$ cat config.mk
export PLATFORM = sky130hd
export DESIGN_NAME = minc_ram_arbiter
export DESIGN_NICKNAME = d
export VERILOG_FILES = /design/src/rtl/minc_pkg.sv /design/src/rtl/minc_starve_ctr.sv /design/src/rtl/minc_ram_arbiter.sv
export SDC_FILE = /design/constraint.sdc
export NUM_CORES = 1
export LEC_CHECK = 0
export BUFFER_PORTS_ARGS = -buffer_cell sky130_fd_sc_hd__buf_2
export CAP_MARGIN = 20
export CORE_MARGIN = 2
export CORE_UTILIZATION = 27
export DETAILED_ROUTE_END_ITERATION = 6
export PLACE_DENSITY = 0.79
export SYNTH_ARGS = -nofsm -noshare
export SYNTH_HDL_FRONTEND = slang
export SYNTH_HIERARCHICAL = 1
export SYNTH_SLANG_ARGS = --single-unit
$ cat constraint.sdc
create_clock -name CLK -period 1.8 [get_ports CLK]
set_clock_uncertainty 0.1 [all_clocks]
set_input_delay 0.36 -clock CLK [delete_from_list [all_inputs] [get_ports CLK]]
set_output_delay 0.36 -clock CLK [all_outputs]
set_load 0.02 [all_outputs]
$ cat src/rtl/minc_pkg.sv
// -----------------------------------------------------------------------------
// minc_pkg
// Shared types and sizes for the minc data-RAM arbiter slice.
//   arb_state_t : arbiter FSM states (idle / host holds the RAM)
//   owner_t     : which requester issued the read now in flight
//   MINC_AW/DW  : default RAM address / data widths
// -----------------------------------------------------------------------------
package minc_pkg;

  localparam int unsigned MINC_AW = 8;
  localparam int unsigned MINC_DW = 8;

  typedef enum logic [0:0] {
    ST_IDLE      = 1'b0,
    ST_HOST_LOCK = 1'b1
  } arb_state_t;

  typedef enum logic [1:0] {
    OWN_NONE = 2'd0,
    OWN_CPU  = 2'd1,
    OWN_HOST = 2'd2
  } owner_t;

endpackage

$ cat src/rtl/minc_starve_ctr.sv
// -----------------------------------------------------------------------------
// minc_starve_ctr
// Saturating count of consecutive cycles the host was denied. Only built
// when MINC_ARB_STARVE_GUARD_EN is defined.
//   CLK, nRESET : clock, asynchronous active-low reset
//   inc_i       : host requested but was not granted this cycle
//   clr_i       : host granted or host request dropped (wins over inc_i)
//   hit_o       : count has reached MAX, host must win the next grant
// -----------------------------------------------------------------------------
module minc_starve_ctr #(
  parameter int unsigned MAX = 4
) (
  input  logic CLK,
  input  logic nRESET,
  input  logic inc_i,
  input  logic clr_i,
  output logic hit_o
);

  localparam int unsigned CW = $clog2(MAX + 1);

  logic [CW-1:0] cnt_q, cnt_d;

  assign hit_o = (cnt_q == CW'(MAX));

  always_comb begin
    cnt_d = cnt_q;
    if (clr_i) begin
      cnt_d = '0;
    end else if (inc_i && !hit_o) begin
      cnt_d = cnt_q + CW'(1);
    end
  end

  always_ff @(posedge CLK or negedge nRESET) begin
    if (!nRESET) begin
      cnt_q <= '0;
    end else begin
      cnt_q <= cnt_d;
    end
  end

endmodule

$ cat src/rtl/minc_ram_arbiter.sv
// -----------------------------------------------------------------------------
// minc_ram_arbiter
// Shares the single-port minc data RAM between the CPU core and the host
// debug/loader port. At most one access is granted per cycle, the CPU has
// fixed priority, and the host can lock the RAM for bursts. Synchronous read
// data is steered back to whichever side issued the read.
//
// Optional build macro: MINC_ARB_STARVE_GUARD_EN
//   Defined   : after STARVE_MAX consecutive denied host cycles the host
//               beats the CPU for one grant.
//   Undefined : strict CPU priority, no starvation counter.
//
// Ports
//   CLK, nRESET                 clock, asynchronous active-low reset
//   cpu_req/we/addr/wdata       CPU request (held until cpu_gnt)
//   cpu_gnt/rvalid/rdata        CPU grant and read response
//   host_req/we/addr/wdata      host request (held until host_gnt)
//   host_lock                   keep the RAM owned by the host after its grant
//   host_gnt/rvalid/rdata       host grant and read response
//   mem_en/we/addr/wdata        RAM macro command
//   mem_rdata                   RAM read data, valid the cycle after a read
//   locked                      host currently owns the RAM
// -----------------------------------------------------------------------------
module minc_ram_arbiter
  import minc_pkg::*;
#(
  parameter int unsigned AW         = MINC_AW,
  parameter int unsigned DW         = MINC_DW,
  parameter int unsigned STARVE_MAX = 4
) (
  input  logic          CLK,
  input  logic          nRESET,
  input  logic          cpu_req,
  input  logic          cpu_we,
  input  logic [AW-1:0] cpu_addr,
  input  logic [DW-1:0] cpu_wdata,
  output logic          cpu_gnt,
  output logic          cpu_rvalid,
  output logic [DW-1:0] cpu_rdata,
  input  logic          host_req,
  input  logic          host_we,
  input  logic [AW-1:0] host_addr,
  input  logic [DW-1:0] host_wdata,
  input  logic          host_lock,
  output logic          host_gnt,
  output logic          host_rvalid,
  output logic [DW-1:0] host_rdata,
  output logic          mem_en,
  output logic          mem_we,
  output logic [AW-1:0] mem_addr,
  output logic [DW-1:0] mem_wdata,
  input  logic [DW-1:0] mem_rdata,
  output logic          locked
);

  arb_state_t state_q, state_d;
  owner_t     owner_q, owner_d;
  logic       force_host;

`ifdef MINC_ARB_STARVE_GUARD_EN
  logic starve_hit;

  minc_starve_ctr #(
    .MAX (STARVE_MAX)
  ) u_starve_ctr (
    .CLK    (CLK),
    .nRESET (nRESET),
    .inc_i  (host_req & ~host_gnt),
    .clr_i  (host_gnt | ~host_req),
    .hit_o  (starve_hit)
  );

  assign force_host = starve_hit & host_req;
`else
  assign force_host = 1'b0;
`endif

  // Grant / next-state decode.
  // NOTE: every output of this block gets a default first so no latch is inferred.
  always_comb begin
    state_d  = state_q;
    cpu_gnt  = 1'b0;
    host_gnt = 1'b0;

    unique case (state_q)
      ST_IDLE: begin
        if (cpu_req && !force_host) begin
          cpu_gnt = 1'b1;
        end else if (host_req) begin
          host_gnt = 1'b1;
          if (host_lock) begin
            state_d = ST_HOST_LOCK;
          end
        end
      end
      ST_HOST_LOCK: begin
        // CPU is stalled; the host keeps the RAM until it drops host_lock.
        host_gnt = host_req;
        if (!host_lock) begin
          state_d = ST_IDLE;
        end
      end
      default: state_d = ST_IDLE;
    endcase

    // No access may reach the RAM while reset is asserted.
    if (!nRESET) begin
      cpu_gnt  = 1'b0;
      host_gnt = 1'b0;
    end
  end

  // Record who owns the read whose data returns next cycle.
  always_comb begin
    owner_d = OWN_NONE;
    if (cpu_gnt && !cpu_we) begin
      owner_d = OWN_CPU;
    end else if (host_gnt && !host_we) begin
      owner_d = OWN_HOST;
    end
  end

  // NOTE: sequential state uses non-blocking assignments only.
  always_ff @(posedge CLK or negedge nRESET) begin
    if (!nRESET) begin
      state_q <= ST_IDLE;
      owner_q <= OWN_NONE;
    end else begin
      state_q <= state_d;
      owner_q <= owner_d;
    end
  end

  // RAM command muxed from the granted side; write enable only with a grant.
  assign mem_en    = cpu_gnt | host_gnt;
  assign mem_we    = cpu_gnt ? cpu_we    : (host_gnt & host_we);
  assign mem_addr  = cpu_gnt ? cpu_addr  : host_addr;
  assign mem_wdata = cpu_gnt ? cpu_wdata : host_wdata;

  assign cpu_rvalid  = (owner_q == OWN_CPU);
  assign host_rvalid = (owner_q == OWN_HOST);
  assign cpu_rdata   = mem_rdata;
  assign host_rdata  = mem_rdata;
  assign locked      = (state_q == ST_HOST_LOCK);

endmodule
# After elaboration in Yosys (flattened, before gate mapping)

Cells that the tools add are included.

Logic and storage cells: 27
Output and inout port bits: 39
Input port bits: 47
Bits in registers: 3

Mux-type cells: 16
Equality and inequality tests: 2
Reductions and logical operators: 4
Bitwise operators: 3

Operators by type and width:

| cell                 | number |
|---|---|
| $mux W8              | 2 |
| $mux W1              | 10 |
| $mux W2              | 2 |
| $pmux W1 S2          | 2 |
| $eq A2 B1 Y1 const B | 1 |
| $eq A2 B2 Y1 const B | 1 |
| $logic_and A1 B1 Y1  | 2 |
| $logic_not A1 Y1     | 2 |
| $and A1 B1 Y1        | 1 |
| $not A1 Y1           | 1 |
| $or A1 B1 Y1         | 1 |

# Longest topological paths before layout

Gate-level depths: netlist of the first run.

Depth after elaboration: 7
Mapped depth: 4
Depth with buffers taken out: 3

# Worst setup path after synthesis of the first run

OpenSTA, ideal clock, no wires.

Kind: reg-to-output
Start point: register state_q, in the netlist locked
End point: output mem_addr[6]
Required time: 1340 ps
Slack: 101 ps
Path buffers: 1
Arrival time: 1239 ps
Cell stages (with the launch flop): 5
Cell sequence: dfrtp_1 -> nor2b_4 -> nand2_4 -> buf_6 -> mux2_4

Longest elaborated chain between the ends: 3

Ends and longest elaborated chain:

| item                   | line                    | source |
|---|---|---|
| from (decl)            | minc_ram_arbiter.sv:56  | `arb_state_t state_q, state_d;` |
| from (signal assigned) | minc_ram_arbiter.sv:129 | `state_q <= state_d;` |
| $mux W1                | minc_ram_arbiter.sv:85  | `unique case (state_q)` |
| $mux W1                | minc_ram_arbiter.sv:107 | `if (!nRESET) begin` |
| $mux W8                | minc_ram_arbiter.sv:137 | `assign mem_addr = cpu_gnt ? cpu_addr : host_addr;` |
| to (decl)              | minc_ram_arbiter.sv:50  | `output logic [AW-1:0] mem_addr,` |

No other way between the ends.

# Worst setup path after layout of the first run

Ends and elaborated chain as after synthesis.

==> run metrics, run 1 <==
width of the chip 47.9 um; worst-margin pin slew 148 ps; slowest CP cell dfrtp_2; Layout Cells excl Fill 131; largest net degree at the start of global routing 11; HPWL after DPL 1.17 mm; cell area after synthesis 520 um^2; Final period util 109%; root buffer cell clkbuf_4; leading area contributor after synthesis buf_4; Critical R2R Launch locked$_DFF_PN0_; Pins Over Slew Limit 0; die area 0.00229 mm^2; Max VDD drop 0.257 mV; Worst EP required approximately 1300 ps; Fin Setup TNS -2080 ps; setup ws final -155 ps; # rows 15; RSZ-0062 raised after global routing yes; final hold violation count 0; Initial Util 29.5%; Yosys cell types 17; GR Util met3 1.51%; min-delay src cpu_we; Skew-Pair Late Insertion Delay ~240 ps; drt wl/cell 11.3 um; layout net count ~150; Vias 554; first-pass GRT wire length 1.90 mm; total length of routed wires 1.48 mm; Tmin final 1950 ps; CP peak stage delay between 400 and 500 ps; design area 943 um^2; Mapped Nets 98; GP Congestion 0.706; count of input and output buffers 61; part of the Yosys area used for sequential elements 14.4%; number of cells on the critical path 5; CP Class reg -> out; DRT Pass-1 Iters 1; WHS Endpoint owner_q[0]$_DFF_PN0_; register area 76.3 um^2; Reg2Reg Setup Slack 590 ps; share of layout cells above drive strength 1 84.0%; hold slack 189 ps; gr usage total 11.6%; Most Crowded Layer GR met2; number of I/O pins 86; Layout area overhead 81.3%; met1 GRT Util 10.9%; Post-Place Cells 124; clk slew on worst S/H paths 40 ps; outcome finished, violations left; Synth Register Bits 3; WP buf/inv 2; die height 47.9 um; synth top area cells buf_4, mux2_4, mux2_2; largest delay contributor family on the critical path flip-flops; vias in the first global route between 500 and 600; Lkg Pwr 0.548 nW; 1st-iter DRT viols 0; crit start category register; CTS Buf Count 3; grt met2 use 23.2%; failing checks negative setup slack; share of the synthesized area in the top cell type 23.1%; # clock sinks 3; Vias/cell between 4 and 5; H-tree depth 1; Max clock buf depth 2; reg2reg path depth 3; DRT antenna net count 0; max_slew headroom 90.1%; hold depth 2; Filler Cell Count 182; critical path endpoint category output port; antenna violations before repair 0; CP Max Fanout 10; core area 0.00176 mm^2; power density over cell area around 500 mW/mm^2; FF-to-FF End owner_q[1]$_DFF_PN0_; Hold Path Class in -> reg; Max Cap Violations 0; CTS tree done; CP Cell Sequence nor2b_4, nand2_4, buf_12, mux2_4, buf_2; fmax 0.512 GHz; Post-Syn Instances 51; placed inst area slightly below 800 um^2; Synth warnings 6; Multi-input gate area 310 um^2; GRT overflow 0; ANT cells 0; final core utilization 53.5%; final setup violation count 17; Synth Area per Inst 10.2 um^2; Critical Path AT approximately 1500 ps; Post-route DRC 0
## worst register-to-register path, delay by kind of cell (launching register included)
kind	cells	cell delay, ps
and+or+nand+nor	3	560
DFF	1	430
## worst max path at each step
stage | slack [ps] | to | from
2_1_floorplan | 100 | mem_addr[6] | locked$_DFF_PN0_
3_3_place_gp | 50 | mem_wdata[1] | cpu_req
3_5_place_dp | 40 | mem_wdata[6] | cpu_req
4_1_cts | -170 | mem_wdata[1] | locked$_DFF_PN0_
5_1_grt | -200 | mem_addr[6] | locked$_DFF_PN0_
6_report | -150 | mem_addr[6] | locked$_DFF_PN0_
## placed cells by master, fill, tap and decap left out
| cell | count |
|---|---|
| buf_2 | 44 |
| buf_6 | 18 |
| mux2_4 | 8 |
| mux2_2 | 8 |
| nor2b_1 | 3 |
| clkbuf_4 | 3 |
| buf_4 | 3 |
| o21a_1 | 2 |
| dfrtp_1 | 2 |
| buf_12 | 2 |
| nor2b_4 | 1 |
| nand2_4 | 1 |
| inv_1 | 1 |
| or2b_1 | 1 |
| and3_1 | 1 |
| nand2_1 | 1 |
| nand3_1 | 1 |
| a21boi_1 | 1 |
| nor2_1 | 1 |
| and2b_1 | 1 |
| clkbuf_1 | 1 |
| dlygate4sd3_1 | 1 |
| dfrtp_2 | 1 |
## through the flow
| stage | power (W) | setup WS (ps) |
|---|---|---|
| 2_1_floorplan | 0.000245 | 101 |
| 3_3_place_gp | 0.000282 | 53.8 |
| 3_5_place_dp | 0.000287 | 39.0 |
| 4_1_cts | 0.000449 | -168 |
| 5_1_grt | 0.000487 | -201 |
| 6_report | 0.000461 | -155 |
## logic make-up after synthesis
| logic type | share of synthesized area [%] |
|---|---|
| muxes | 40.4 |
| buffers and inverters | 26.0 |
| DFF | 14.4 |
| and+or+nand+nor | 14.9 |
| AOI/OAI and AO/OA | 4.33 |
## repair_timing
action                                  4_1_cts  5_1_grt
pin swaps                                     2        2
setup buffers                                 2        1
resized for setup                            23       14
hold buffers                                  1        0
hold endpoints to repair                      3        0
endpoints found under the setup margin       17       18
## report_power, final
group          switching, W  internal (W)
combinational      0.000110      0.000153
sequential       0.00000289     0.0000711
clock             0.0000407     0.0000835
## metal layers
layer  vias up  part of all wire, %
li1        266                    -
met1       242                   29
met2        42                   56
met3         4                   13
met4         0                  2.6
met5         -                    0
## flip-flops by register name (all words and copies together) (netlist names)
name and cells:
owner_q 2, locked 1
## synthesized netlist by cell type, drive strengths merged
library cell	instances
buf	17
mux2	16
nor2b	4
dfrtp	3
nand2	2
o21a	2
a21boi	1
and2b	1
and3	1
inv	1
nand3	1
nor2	1
or2b	1
## area by class of cell
| cell class | count | area share, % |
|---|---|---|
| tap | 25 | 3.32 |
| sequential | 3 | 8.09 |
| clock buffer | 4 | 2.79 |
| timing repair buffer | 68 | 52.5 |
| inverter | 1 | 0.398 |
| multi-input combinational | 30 | 32.9 |
Note: power is estimated with default switching activity, not from simulation.
==> run 2, diff against run 1 <==
--- a/config.mk
+++ b/config.mk
@@ -7,11 +7,15 @@
 export LEC_CHECK = 0
 export BUFFER_PORTS_ARGS = -buffer_cell sky130_fd_sc_hd__buf_2
 export CAP_MARGIN = 20
+export CELL_PAD_IN_SITES_DETAIL_PLACEMENT = 1
+export CELL_PAD_IN_SITES_GLOBAL_PLACEMENT = 1
+export CORE_ASPECT_RATIO = 1.5
 export CORE_MARGIN = 2
-export CORE_UTILIZATION = 27
+export CORE_UTILIZATION = 16
 export DETAILED_ROUTE_END_ITERATION = 6
-export PLACE_DENSITY = 0.79
+export PLACE_DENSITY_LB_ADDON = 0.1
 export SYNTH_ARGS = -nofsm -noshare
 export SYNTH_HDL_FRONTEND = slang
 export SYNTH_HIERARCHICAL = 1
 export SYNTH_SLANG_ARGS = --single-unit
+export TNS_END_PERCENT = 20
==> constraint.sdc (replaced) <==
create_clock -name CLK -period 1.8 [get_ports CLK]
set_clock_uncertainty 0.1 [all_clocks]
set_input_delay 0.18 -clock CLK [delete_from_list [all_inputs] [get_ports CLK]]
set_output_delay 0.18 -clock CLK [all_outputs]
set_load 0.02 [all_outputs]
==> run metrics, run 2 (synthesis results as in run 1) <==
Filler Cell Count 392 (+120%); Hold Path Class in -> reg; root buffer cell clkbuf_8; count of input and output buffers 61 (unchanged); gr usage total 9.16% (-2.5 points); Pins Over Slew Limit 0 (unchanged); most common cell after layout, fill and taps aside buf_2; Seq pwr share 15.0% (-1.0 points); Lkg Pwr 0.495 nW (-9.7%); GP Congestion 0.664 (-6.0%); H-tree depth 1 (unchanged); final setup violation count 0 (-17); sw frac 31.2% (-2.0 points); Gate power share 45.0% (-12 points); max_slew headroom 88.5% (-1.6 points); Vias/cell 3.82 (-9.6%); crit start category register; Psw 0.000153 W (about the same); outcome finished clean; most frequent cells in the layout buf_2, mux2_4, mux2_2; DRT antenna net count 0 (unchanged); drt wl/cell 12.7 um (+12%); vias in the first global route 612 (+17%); Skew-Pair Late Insertion Delay 220 ps (-20 ps); antenna violations before repair 0 (unchanged); worst-margin pin slew 171 ps (+22.3 ps); Max VDD drop 0.224 mV (-13%); # rows 25 (+10); die area 0.00373 mm^2 (+63%); DRT Pass-1 Iters 4 (+3); 1st-iter DRT viols 1 (+1); CP Class reg -> out; Critical Path AT 1470 ps (-20 ps); ANT cells 0 (unchanged); Tmin final 1750 ps (-208 ps); # clock sinks 3 (unchanged); number of I/O pins 86 (unchanged); first-pass GRT wire length 2.57 mm (+35%); Multi-input gate area 319 um^2 (+2.8%); critical path endpoint category output port; Worst EP required 1520 ps (+180 ps); total length of routed wires 1.79 mm (+21%); CP Max Fanout 18 (+8); Clk pwr share 40.0% (+13 points); Max clock buf depth 2 (unchanged); final hold violation count 0 (unchanged); Initial Util 16.6% (-13 points); clk slew on worst S/H paths 30 ps (about the same); pre-CTS setup slack 221 ps (+182 ps); largest net degree at the start of global routing 19 (+8); die height 73.9 um (+54%); Layout area overhead 63.9%; setup ws final 53.2 ps (+208 ps); register area 75.1 um^2 (-1.6%); share of layout cells above drive strength 1 82.2% (-1.8 points); Vias 539 (-2.7%); Max Cap Violations 0 (unchanged); Final Power 0.000491 W (+6.5%); Post-route DRC 0 (unchanged); RSZ-0062 raised after global routing yes; power density over cell area 575 mW/mm^2 (+18%); fmax 0.572 GHz (+12%); width of the chip 50.6 um (+5.6%); Final period util 97.0% (-12 points); Top reg by flops owner_q; GRT overflow 0 (unchanged); core area 0.00313 mm^2 (+77%); layout net count 149 (-3.2%); max reg flops 2 (unchanged); cell internal pwr 0.000338 W (+9.7%); CTS Buf Count 3 (unchanged); CTS tree done; HPWL after DPL 1.58 mm (+36%)
==> run 2: path summary, 6_finish.rpt <==
kind | startpoint | end | slack (ps) | cells after the start
min in group asynchronous | nRESET | locked$_DFF_PN0_ | 340 | 2
hold reg to reg | locked$_DFF_PN0_ | locked$_DFF_PN0_ | 490 | 1
max in group asynchronous | nRESET | owner_q[0]$_DFF_PN0_ | 1100 | 2
hold / removal | host_we | owner_q[1]$_DFF_PN0_ | 30 | 2
setup / recovery | locked$_DFF_PN0_ | mem_wdata[6] | 50 | 4
setup reg to reg | locked$_DFF_PN0_ | owner_q[1]$_DFF_PN0_ | 590 | 3
==> run 2: critical path, cell delays in order (launching register included) <==
cell and delay, ps:
dfrtp_1 420, nor2b_4 200, nand2_8 140, mux2_4 320, buf_2 160
==> run 2: final cells by class <==
cell class / instances / area share [%]
timing repair buffer: 63 / 42.2
multi-input combinational: 30 / 37.4
sequential: 3 / 8.80
clock buffer: 4 / 5.28
inverter: 1 / 0.440
tap: 40 / 5.87
==> run 2: repair_timing <==
action,CTS,global route
setup endpoints to repair,8,12
hold buffers,1,0
hold endpoints to repair,3,0
gates resized for setup,1,12
buffers inserted,0,1
==> run 2: power groups by stage <==
stage / Combinational, W / Clock [W] / Sequential, W
4_1_cts: 0.000208 / 0.000203 / 0.0000738
6_report: 0.000221 / 0.000196 / 0.0000738
5_1_grt: 0.000237 / 0.000205 / 0.0000745
2_1_floorplan: 0.000169 / 0 / 0.0000760
3_3_place_gp: 0.000200 / 0 / 0.0000742
3_5_place_dp: 0.000203 / 0 / 0.0000746
==> run 2: layer usage <==
layer / track usage, % / part of all wire, %
met5: 0 / 0
met4: 2.70 / 0
met3: 4.27 / 12
met2: 18.9 / 63
met1: 7.34 / 25
==> run 2: metrics by stage <==
step	std cells	hold WS [ps]	setup TNS, ps	cell area [um^2]	utilization [%]
floorplan	51	-216	0	520	-
finish	141	34.3	0	853	27.3
CTS	140	28.1	0	808	25.8
global placement	135	-80.1	0	744	23.8
global route	141	29.3	-32.0	853	27.3
detailed placement	135	-82.8	0	744	23.8
